`config.mk`:
```
export PLATFORM = sky130hd
export DESIGN_NAME = hazard_unit
export DESIGN_NICKNAME = d
export VERILOG_FILES = /design/src/rtl/hazard_unit.sv
export SDC_FILE = /design/constraint.sdc
export NUM_CORES = 1
export LEC_CHECK = 0
export CORE_MARGIN = 4
export CORE_UTILIZATION = 33
export CTS_CLUSTER_DIAMETER = 150
export DETAILED_ROUTE_END_ITERATION = 12
export GPL_ROUTABILITY_DRIVEN = 1
export GPL_TIMING_DRIVEN = 0
export PLACE_DENSITY = 0.83
export REMOVE_ABC_BUFFERS = 1
export SETUP_SLACK_MARGIN = 0.02
export SLEW_MARGIN = 20
export SYNTH_ARGS = -nofsm -noshare
export SYNTH_HDL_FRONTEND = slang
export SYNTH_SLANG_ARGS = --single-unit
```
`constraint.sdc`:
```
create_clock -name clk -period 2.9 [get_ports clk]
set_input_delay 0.435 -clock clk [delete_from_list [all_inputs] [get_ports clk]]
set_output_delay 0.435 -clock clk [all_outputs]
set_load 0.01 [all_outputs]
```
`src/rtl/hazard_unit.sv`:
```
// -----------------------------------------------------------------------------
// hazard_unit
//
// Pipeline hazard controller for a 5-stage RV32IM core (IF/ID/EX/MEM/WB).
// Branches and jalr resolve in ID, so operands that are still in flight in EX
// or MEM must be waited on. Multi-cycle mul/div ops hold EX until they finish.
//
// Ports
//   clk                 clock, all state updates on the rising edge
//   reset               synchronous, active-low reset
//   rs1/rs2_address_id_i, rs1/rs2_used_id_i   source operands of the ID instruction
//   branch_id_i         ID instruction is a branch/jalr resolved in ID
//   branch_taken_id_i   that branch resolved taken
//   rd_address_ex_i, reg_write_ex_i, mem_read_ex_i   EX destination / write / load
//   rd_address_mem_i, mem_read_mem_i                 MEM destination / load
//   muldiv_start_ex_i   multi-cycle M-extension op entering EX
//   muldiv_done_i       multi-cycle result valid
//   pc_en_o, if_id_en_o, id_ex_en_o                  stage advance enables
//   if_id_flush_o, id_ex_flush_o, ex_mem_flush_o     bubble inserts
//   stall_cnt_o         saturating stall-cycle counter (HAZARD_PERF_CNT_EN only)
//
// Configuration
//   HAZARD_PERF_CNT_EN  when defined, adds the stall_cnt_o port and counter.
//
// FSM: RUN (normal hazard evaluation), BUBBLE (extra load-to-branch bubbles),
// MULDIV (EX held by a multi-cycle op). Outputs are combinational from state
// and inputs because a hazard must stall in the same cycle it is seen.
// -----------------------------------------------------------------------------
module hazard_unit #(
  parameter int unsigned STALL_CNT_W = 32
) (
  input  logic       clk,
  input  logic       reset,
  input  logic [4:0] rs1_address_id_i,
  input  logic [4:0] rs2_address_id_i,
  input  logic       rs1_used_id_i,
  input  logic       rs2_used_id_i,
  input  logic       branch_id_i,
  input  logic       branch_taken_id_i,
  input  logic [4:0] rd_address_ex_i,
  input  logic       reg_write_ex_i,
  input  logic       mem_read_ex_i,
  input  logic [4:0] rd_address_mem_i,
  input  logic       mem_read_mem_i,
  input  logic       muldiv_start_ex_i,
  input  logic       muldiv_done_i,
  output logic       pc_en_o,
  output logic       if_id_en_o,
  output logic       id_ex_en_o,
  output logic       if_id_flush_o,
  output logic       id_ex_flush_o,
  output logic       ex_mem_flush_o
`ifdef HAZARD_PERF_CNT_EN
  ,
  output logic [STALL_CNT_W-1:0] stall_cnt_o
`endif
);

  // Elaboration-time sanity check on the counter width.
  if (STALL_CNT_W == 0) begin : g_bad_width
    $error("hazard_unit: STALL_CNT_W must be at least 1");
  end

  localparam int unsigned BUBBLE_CNT_W = 2;

  typedef enum logic [1:0] {
    ST_RUN    = 2'd0,
    ST_BUBBLE = 2'd1,
    ST_MULDIV = 2'd2
  } state_e;

  state_e                  state_q, state_d;
  logic [BUBBLE_CNT_W-1:0] bubble_cnt_q, bubble_cnt_d;
  logic [BUBBLE_CNT_W-1:0] bubble_dec_s;

  logic dep_ex_s;
  logic dep_mem_s;
  logic load_use_s;
  logic branch_alu_ex_s;
  logic branch_load_ex_s;
  logic branch_load_mem_s;
  logic run_hazard_s;
  logic stall_s;
  logic freeze_s;

  // Operand match of the ID instruction against the EX and MEM destinations;
  // x0 never creates a dependency.
  always_comb begin
    dep_ex_s  = (rd_address_ex_i != 5'd0) &&
                ((rs1_used_id_i && (rs1_address_id_i == rd_address_ex_i)) ||
                 (rs2_used_id_i && (rs2_address_id_i == rd_address_ex_i)));
    dep_mem_s = (rd_address_mem_i != 5'd0) &&
                ((rs1_used_id_i && (rs1_address_id_i == rd_address_mem_i)) ||
                 (rs2_used_id_i && (rs2_address_id_i == rd_address_mem_i)));
  end

  // Hazard classes evaluated while in RUN. ALU results are forwarded to EX
  // but not to the ID comparator, hence the branch-on-ALU stall.
  always_comb begin
    load_use_s         = mem_read_ex_i && dep_ex_s;
    branch_alu_ex_s    = branch_id_i && reg_write_ex_i && !mem_read_ex_i && dep_ex_s;
    branch_load_ex_s   = branch_id_i && mem_read_ex_i && dep_ex_s;
    branch_load_mem_s  = branch_id_i && mem_read_mem_i && dep_mem_s;
    run_hazard_s       = load_use_s || branch_alu_ex_s ||
                         branch_load_ex_s || branch_load_mem_s;
  end

  assign bubble_dec_s = bubble_cnt_q - {{(BUBBLE_CNT_W-1){1'b0}}, 1'b1};

  // Next-state logic and stall/freeze classification for the current cycle.
  always_comb begin
    state_d      = state_q;
    bubble_cnt_d = bubble_cnt_q;
    stall_s      = 1'b0;
    freeze_s     = 1'b0;
    if (!reset) begin
      state_d      = ST_RUN;
      bubble_cnt_d = {BUBBLE_CNT_W{1'b0}};
    end else begin
      case (state_q)
        ST_RUN: begin
          stall_s = run_hazard_s;
          if (muldiv_start_ex_i) begin
            // The start cycle advances normally; the hold begins next cycle.
            state_d      = ST_MULDIV;
            bubble_cnt_d = {BUBBLE_CNT_W{1'b0}};
          end else if (branch_load_ex_s) begin
            // Load data only exists after MEM, so a branch needs a second
            // bubble; a plain load-use in the same cycle is subsumed.
            state_d      = ST_BUBBLE;
            bubble_cnt_d = {{(BUBBLE_CNT_W-1){1'b0}}, 1'b1};
          end else begin
            state_d      = ST_RUN;
            bubble_cnt_d = {BUBBLE_CNT_W{1'b0}};
          end
        end
        ST_BUBBLE: begin
          stall_s      = 1'b1;
          bubble_cnt_d = bubble_dec_s;
          if (muldiv_start_ex_i) begin
            state_d      = ST_MULDIV;
            bubble_cnt_d = {BUBBLE_CNT_W{1'b0}};
          end else if (bubble_dec_s == {BUBBLE_CNT_W{1'b0}}) begin
            state_d = ST_RUN;
          end else begin
            state_d = ST_BUBBLE;
          end
        end
        ST_MULDIV: begin
          // Hazards seen here are not acted on; RUN re-evaluates them after
          // the done cycle.
          if (muldiv_done_i) begin
            state_d = ST_RUN;
          end else begin
            freeze_s = 1'b1;
            state_d  = ST_MULDIV;
          end
        end
        default: begin
          state_d      = ST_RUN;
          bubble_cnt_d = {BUBBLE_CNT_W{1'b0}};
        end
      endcase
    end
  end

  // Output decode: reset forces a full pipeline squash, the mul/div hold
  // freezes everything up to EX and bubbles MEM, a stall holds IF/ID and
  // bubbles ID/EX. A taken branch may only flush IF/ID when nothing stalls.
  always_comb begin
    pc_en_o        = 1'b1;
    if_id_en_o     = 1'b1;
    id_ex_en_o     = 1'b1;
    if_id_flush_o  = 1'b0;
    id_ex_flush_o  = 1'b0;
    ex_mem_flush_o = 1'b0;
    if (!reset) begin
      pc_en_o        = 1'b0;
      if_id_en_o     = 1'b0;
      id_ex_en_o     = 1'b0;
      if_id_flush_o  = 1'b1;
      id_ex_flush_o  = 1'b1;
      ex_mem_flush_o = 1'b1;
    end else if (freeze_s) begin
      pc_en_o        = 1'b0;
      if_id_en_o     = 1'b0;
      id_ex_en_o     = 1'b0;
      ex_mem_flush_o = 1'b1;
    end else if (stall_s) begin
      pc_en_o       = 1'b0;
      if_id_en_o    = 1'b0;
      id_ex_flush_o = 1'b1;
    end else begin
      if_id_flush_o = branch_taken_id_i;
    end
  end

  // FSM state and bubble counter; reset is synchronous.
  always_ff @(posedge clk) begin
    if (!reset) begin
      state_q      <= ST_RUN;
      bubble_cnt_q <= {BUBBLE_CNT_W{1'b0}};
    end else begin
      state_q      <= state_d;
      bubble_cnt_q <= bubble_cnt_d;
    end
  end

`ifdef HAZARD_PERF_CNT_EN
  logic [STALL_CNT_W-1:0] stall_cnt_q, stall_cnt_d;

  // Saturating count of cycles in which the PC was held outside reset.
  always_comb begin
    if (!pc_en_o && (stall_cnt_q != {STALL_CNT_W{1'b1}})) begin
      stall_cnt_d = stall_cnt_q + {{(STALL_CNT_W-1){1'b0}}, 1'b1};
    end else begin
      stall_cnt_d = stall_cnt_q;
    end
  end

  // Stall counter register.
  always_ff @(posedge clk) begin
    if (!reset) begin
      stall_cnt_q <= {STALL_CNT_W{1'b0}};
    end else begin
      stall_cnt_q <= stall_cnt_d;
    end
  end

  assign stall_cnt_o = stall_cnt_q;
`endif

endmodule

```
======== Word level (Yosys, flattened, before mapping) ========
Index checks and enable logic that the tools add are counted.
word-level totals
  register bits ........................... 4
  input port bits ......................... 31
operators by class
  add/sub/neg operators ................... 1
  equal/unequal tests ..................... 6
  muxes and demuxes ....................... 27
  reduce and logical (&&, ||, !) cells .... 24
operators with widths
  operator               count
  $eq A5 B5 Y1           4
  $mux W1                20
  $logic_and A1 B1 Y1    14
  $pmux W2 S3            2
  $reduce_bool A5 Y1     2
  $mux W2                4
  $logic_or A1 B1 Y1     5
  $logic_not A2 Y1       2
  $eq A2 B1 Y1 const B   1
  $eq A2 B2 Y1 const B   1
  $pmux W1 S2            1
  $sub A2 B1 Y2 const B  1
  $logic_not A1 Y1       1

======== Logic depth before layout (Yosys ltp) ========
  depth in word-level cells ............... 13
  gate-level depth with buffers ........... 7
  mapped depth without buffers ............ 6

======== Worst setup path after synthesis ========
OpenSTA, ideal clock, no wires.
  path kind ............................... input-to-output
  start ................................... in rd_address_mem_i[1]
  end ..................................... out pc_en_o
  data arrival time ....................... 1.660 ns
  data required time ...................... 2.465 ns
  slack ................................... 0.805 ns
  stages on the path ...................... 6
  path buffers ............................ 1
  cell sequence ........................... or4_4 o211ai_2 a21o_1 a31oi_2 nor2_1 buf_4
between the ends
  longest elaborated chain between the ends .. 11
  elaborated cells on any way between the ends .. 14
  those cells by class .................... eq/ne: 2; mux: 5; reduce/logical: 7
ends and longest elaborated chain
  element                                 RTL line  source
  from (decl)                             43        input logic [4:0] rd_address_mem_i,
  $eq A5 B5 Y1 (on tied branches)         93, 94
  $logic_and A1 B1 Y1 (on tied branches)  93, 94
  $logic_or A1 B1 Y1                      93        ((rs1_used_id_i && (rs1_address_id_i == rd_address_mem_i)) ||
  $logic_and A1 B1 Y1 *                   92        dep_mem_s = (rd_address_mem_i != 5'd0) &&
  $logic_and A1 B1 Y1 *                   103       branch_load_mem_s = branch_id_i && mem_read_mem_i && dep_mem_s;
  $logic_or A1 B1 Y1 *                    105       branch_load_ex_s || branch_load_mem_s;
  $pmux W1 S2 *                           120       case (state_q)
  $mux W1 *                               116       if (!reset) begin
  $mux W1 * (3 in series)                 n/a
  to (decl)                               47        output logic pc_en_o,
Mark *: on every way between the ends. The rest lies on a longest branch, timed or not.

======== Worst setup path after layout ========
  start ................................... in rs1_address_id_i[1]
  end ..................................... out id_ex_flush_o
between the ends
  longest elaborated chain between the ends .. 13
  elaborated cells on any way between the ends .. 20
  those cells by class .................... eq/ne: 2; mux: 5; reduce/logical: 13
ends and longest elaborated chain
  element                                 RTL line  source
  from (decl)                             34        input logic [4:0] rs1_address_id_i,
  $eq A5 B5 Y1                            90        ((rs1_used_id_i && (rs1_address_id_i == rd_address_ex_i)) ||
  $logic_and A1 B1 Y1                     90
  $logic_or A1 B1 Y1                      90
  $logic_and A1 B1 Y1                     89        dep_ex_s = (rd_address_ex_i != 5'd0) &&
  $logic_and A1 B1 Y1 (on tied branches)  100, 101
  $logic_or A1 B1 Y1 (2 in series)        104       run_hazard_s = load_use_s || branch_alu_ex_s ||
  $logic_or A1 B1 Y1 *                    105
  $pmux W1 S2 *                           120
  $mux W1 *                               116
  $mux W1 *                               189       end else if (stall_s) begin
  $mux W1 *                               184       end else if (freeze_s) begin
  $mux W1 *                               177       if (!reset) begin
  to (decl)                               51        output logic id_ex_flush_o,
Marked as above.

==> reports/results.txt <==
Outcome -> finished clean
Largest net degree at the start of global routing -> 8
Nets -> 138
Global-route wire length before repair -> 2359 µm
DR pass1 iterations -> 4
Initial DRC count -> 4
Grt met2 use -> 29.29%
WS Path Type -> in2out
Mapped Cells -> 66
Critical path, cell by cell -> clkdlybuf4s50_1 -> xor2_1 -> nor4_2 -> nand3_1 -> a21o_1 -> a31oi_2 -> nand2b_1 -> dlygate4sd2_1
Register area share after synthesis -> 15.27%
Pwr Total -> 0.2366 mW
Met3 GRT Util -> 2.632%
Hold buffers post-CTS -> 0
Critical Path AT -> 2.28 ns
Dpl hpwl -> 1557 µm
GR Util All Layers -> 15.16%
Die area -> 2290 µm²
Netlist cell types -> 26
Antenna-violating nets left -> 0
DRC -> 0
Tmin final -> 2.719 ns
Post-Syn Area -> 524.3 µm²
Fmax -> 367.7 MHz
Post-synth top flop -> dfxtp_1
Mean Syn Cell Area -> 7.943 µm²
Count leader, synth -> xnor2_1
CTS tree -> done
DIE WIDTH -> 47.86 µm
Worst EP required -> 2.47 ns
Crit start category -> input port
Worst hold path class -> reg2reg
CORE AREA -> 1506 µm²
PnR worst setup slack -> 0.1805 ns
Worst-Skew Late Latency -> 0.23 ns
Commonest cells in the netlist -> 12 x xnor2_1, 8 x xor2_1, 4 x dfxtp_1, 4 x nand3_1, 4 x o21ai_1
Max_slew headroom -> 82.74%
Clock Skew -> 0.002658 ns
PwrDens -> 257.3 nW/µm²
Routed wire per std cell -> 14.31 µm
Longest Clk Path Bufs -> 2
Top post-synthesis cells by area -> xnor2_1 20%, dfxtp_1 15%, xor2_1 13%
Final period utilization -> 93.77%
Clock buffer count from CTS -> 3
WL final -> 1717 µm
Worst path slowest cell -> clkdlybuf4s50_1
Yosys reg bits -> 4
Area growth syn-to-layout -> 75.42%
Place WS -> -0.1186 ns
Gr ovfl total -> 0
Fraction of layout cells with a size suffix above 1 -> 9.615%
Initial antenna violation count -> 0
Crit end category -> output pin
CTS clk-pin slew, worst paths -> 0.04 ns
VDD IR-drop max -> 0.2699 mV
Routed vias/inst -> 5.117
Clk root buf -> clkbuf_4
# IOs -> 37
Setup bufs post-CTS -> 0
RSZ-0062 raised after global routing -> false
Top cell type's share of synthesized area -> 20.05%
Final hold violations -> 0
Diode count -> 0
Synth warn -> 0
Met1 global-route usage -> 15.38%
Async SR Flop Fraction -> 0%
Actual slew at the worst max-slew pin -> 0.2569 ns
# setup viols final -> 0
Slew Viols, Final -> 0
Row count -> 14
Num Clock Sinks -> 4
Max FO, Critical Path -> 3
WP buf/inv -> 2
Gr busiest metal -> met2
DR vias -> 614
Max incr delay on CP -> 0.46 ns
RD Place Congestion -> 0.7485
Static Leak -> 0.3306 nW
Leading area contributor after synthesis -> xnor2_1
H-tree depth -> 1
Die Height -> 47.86 µm
Max-Cap Viols -> 0
# port buffers -> 36
Number of global-route vias before repair -> 590
EDFF count, synth -> 0
Initial Util -> 34.80%
Largest delay share family, worst path -> buffers and inverters
-- routing by layer --
layer	up-vias	routed length, µm
li1	315	-
met1	282	663
met2	13	992
met3	4	34
met4	0	27
met5	-	0
-- worst paths after layout --
path | end | from | slack, ns | cells past startpoint
setup / recovery | id_ex_flush_o | rs1_address_id_i[1] | 0.18 | 8
hold / removal | bubble_cnt_q[0]$_SDFFE_PN0P_ | bubble_cnt_q[0]$_SDFFE_PN0P_ | 0.57 | 2
setup reg to reg | state_q[0]$_SDFF_PN0_ | state_q[1]$_SDFF_PN0_ | 1.79 | 4
hold reg to reg | bubble_cnt_q[0]$_SDFFE_PN0P_ | bubble_cnt_q[0]$_SDFFE_PN0P_ | 0.57 | 2
-- registers in the layout (all words and copies together) (netlist names) --
register and flops:
bubble_cnt_q 2, state_q 2
-- cell type report --
type	count	area, µm²
clock buffers	3	22.52
fillers	129	586.8
inverters	4	15.01
multi-input cells	57	427.9
flip-flops and latches	4	80.08
well taps	16	20.02
repair buffers	36	354.1
-- report_power, final --
part / switching, mW / internal [mW]
logic: 0.0448 / 0.0659
registers: 0.00162 / 0.0566
clock network: 0.0215 / 0.0462
total: 0.0680 / 0.169
-- kinds of logic (layout without fill, tap and decap cells) --
logic type                 Yosys count  after routing  share of synthesized area, %
buffers and inverters                5             43                         4.296
adders and majority gates            1              1                         2.386
AOI/OAI and AO/OA                   16             16                         21.95
and+or+nand+nor                     20             20                         22.67
xor gates and xnor gates            20             20                         33.41
DFF                                  4              4                         15.28
-- placed cells by master, fill, tap and decap left out, types with 2 or more instances in the layout --
| cell | count |
|---|---|
| and2_1 | 2 |
| o21a_1 | 2 |
| xnor2_1 | 12 |
| xor2_1 | 8 |
| inv_1 | 3 |
| nand2_1 | 3 |
| dfxtp_1 | 4 |
| nand4_1 | 2 |
| clkdlybuf4s50_1 | 31 |
| clkbuf_4 | 3 |
| o22ai_1 | 2 |
| a21o_1 | 2 |
| a21oi_1 | 2 |
| dlygate4sd2_1 | 5 |
| nor2_1 | 2 |
| o211ai_2 | 2 |
| nand3_1 | 4 |
| o21ai_1 | 4 |
| nor4_2 | 2 |
-- repair_timing --
| item | 4_1_cts | 5_1_grt |
|---|---|---|
| setup endpoints to repair | 4 | 4 |
| endpoints found under the hold margin | 0 | 0 |
| gates resized for setup | 5 | 1 |
| pin swaps | 1 | 0 |
-- stage by stage --
step           cells  setup TNS [ns]  cell area [µm²]  util (%)  hold slack, ns
6_report         120               0            919.6     61.05          0.5699
3_3_place_gp     117         -0.2330            897.1     59.55          0.5639
4_1_cts          120               0            913.4     60.63          0.5722
2_1_floorplan     65               0            516.7         -          0.5448
5_1_grt          120               0            919.6     61.05          0.6511
3_5_place_dp     117         -0.3473            897.1     59.55          0.5635
-- worst min-delay path: cells and delay by family, from the launching register on --
kind           cells  cell delay [ns]
flip-flops         1             0.31
AO/OA/AOI/OAI      2             0.23
No activity file was read; power rests on OpenSTA's default activity.
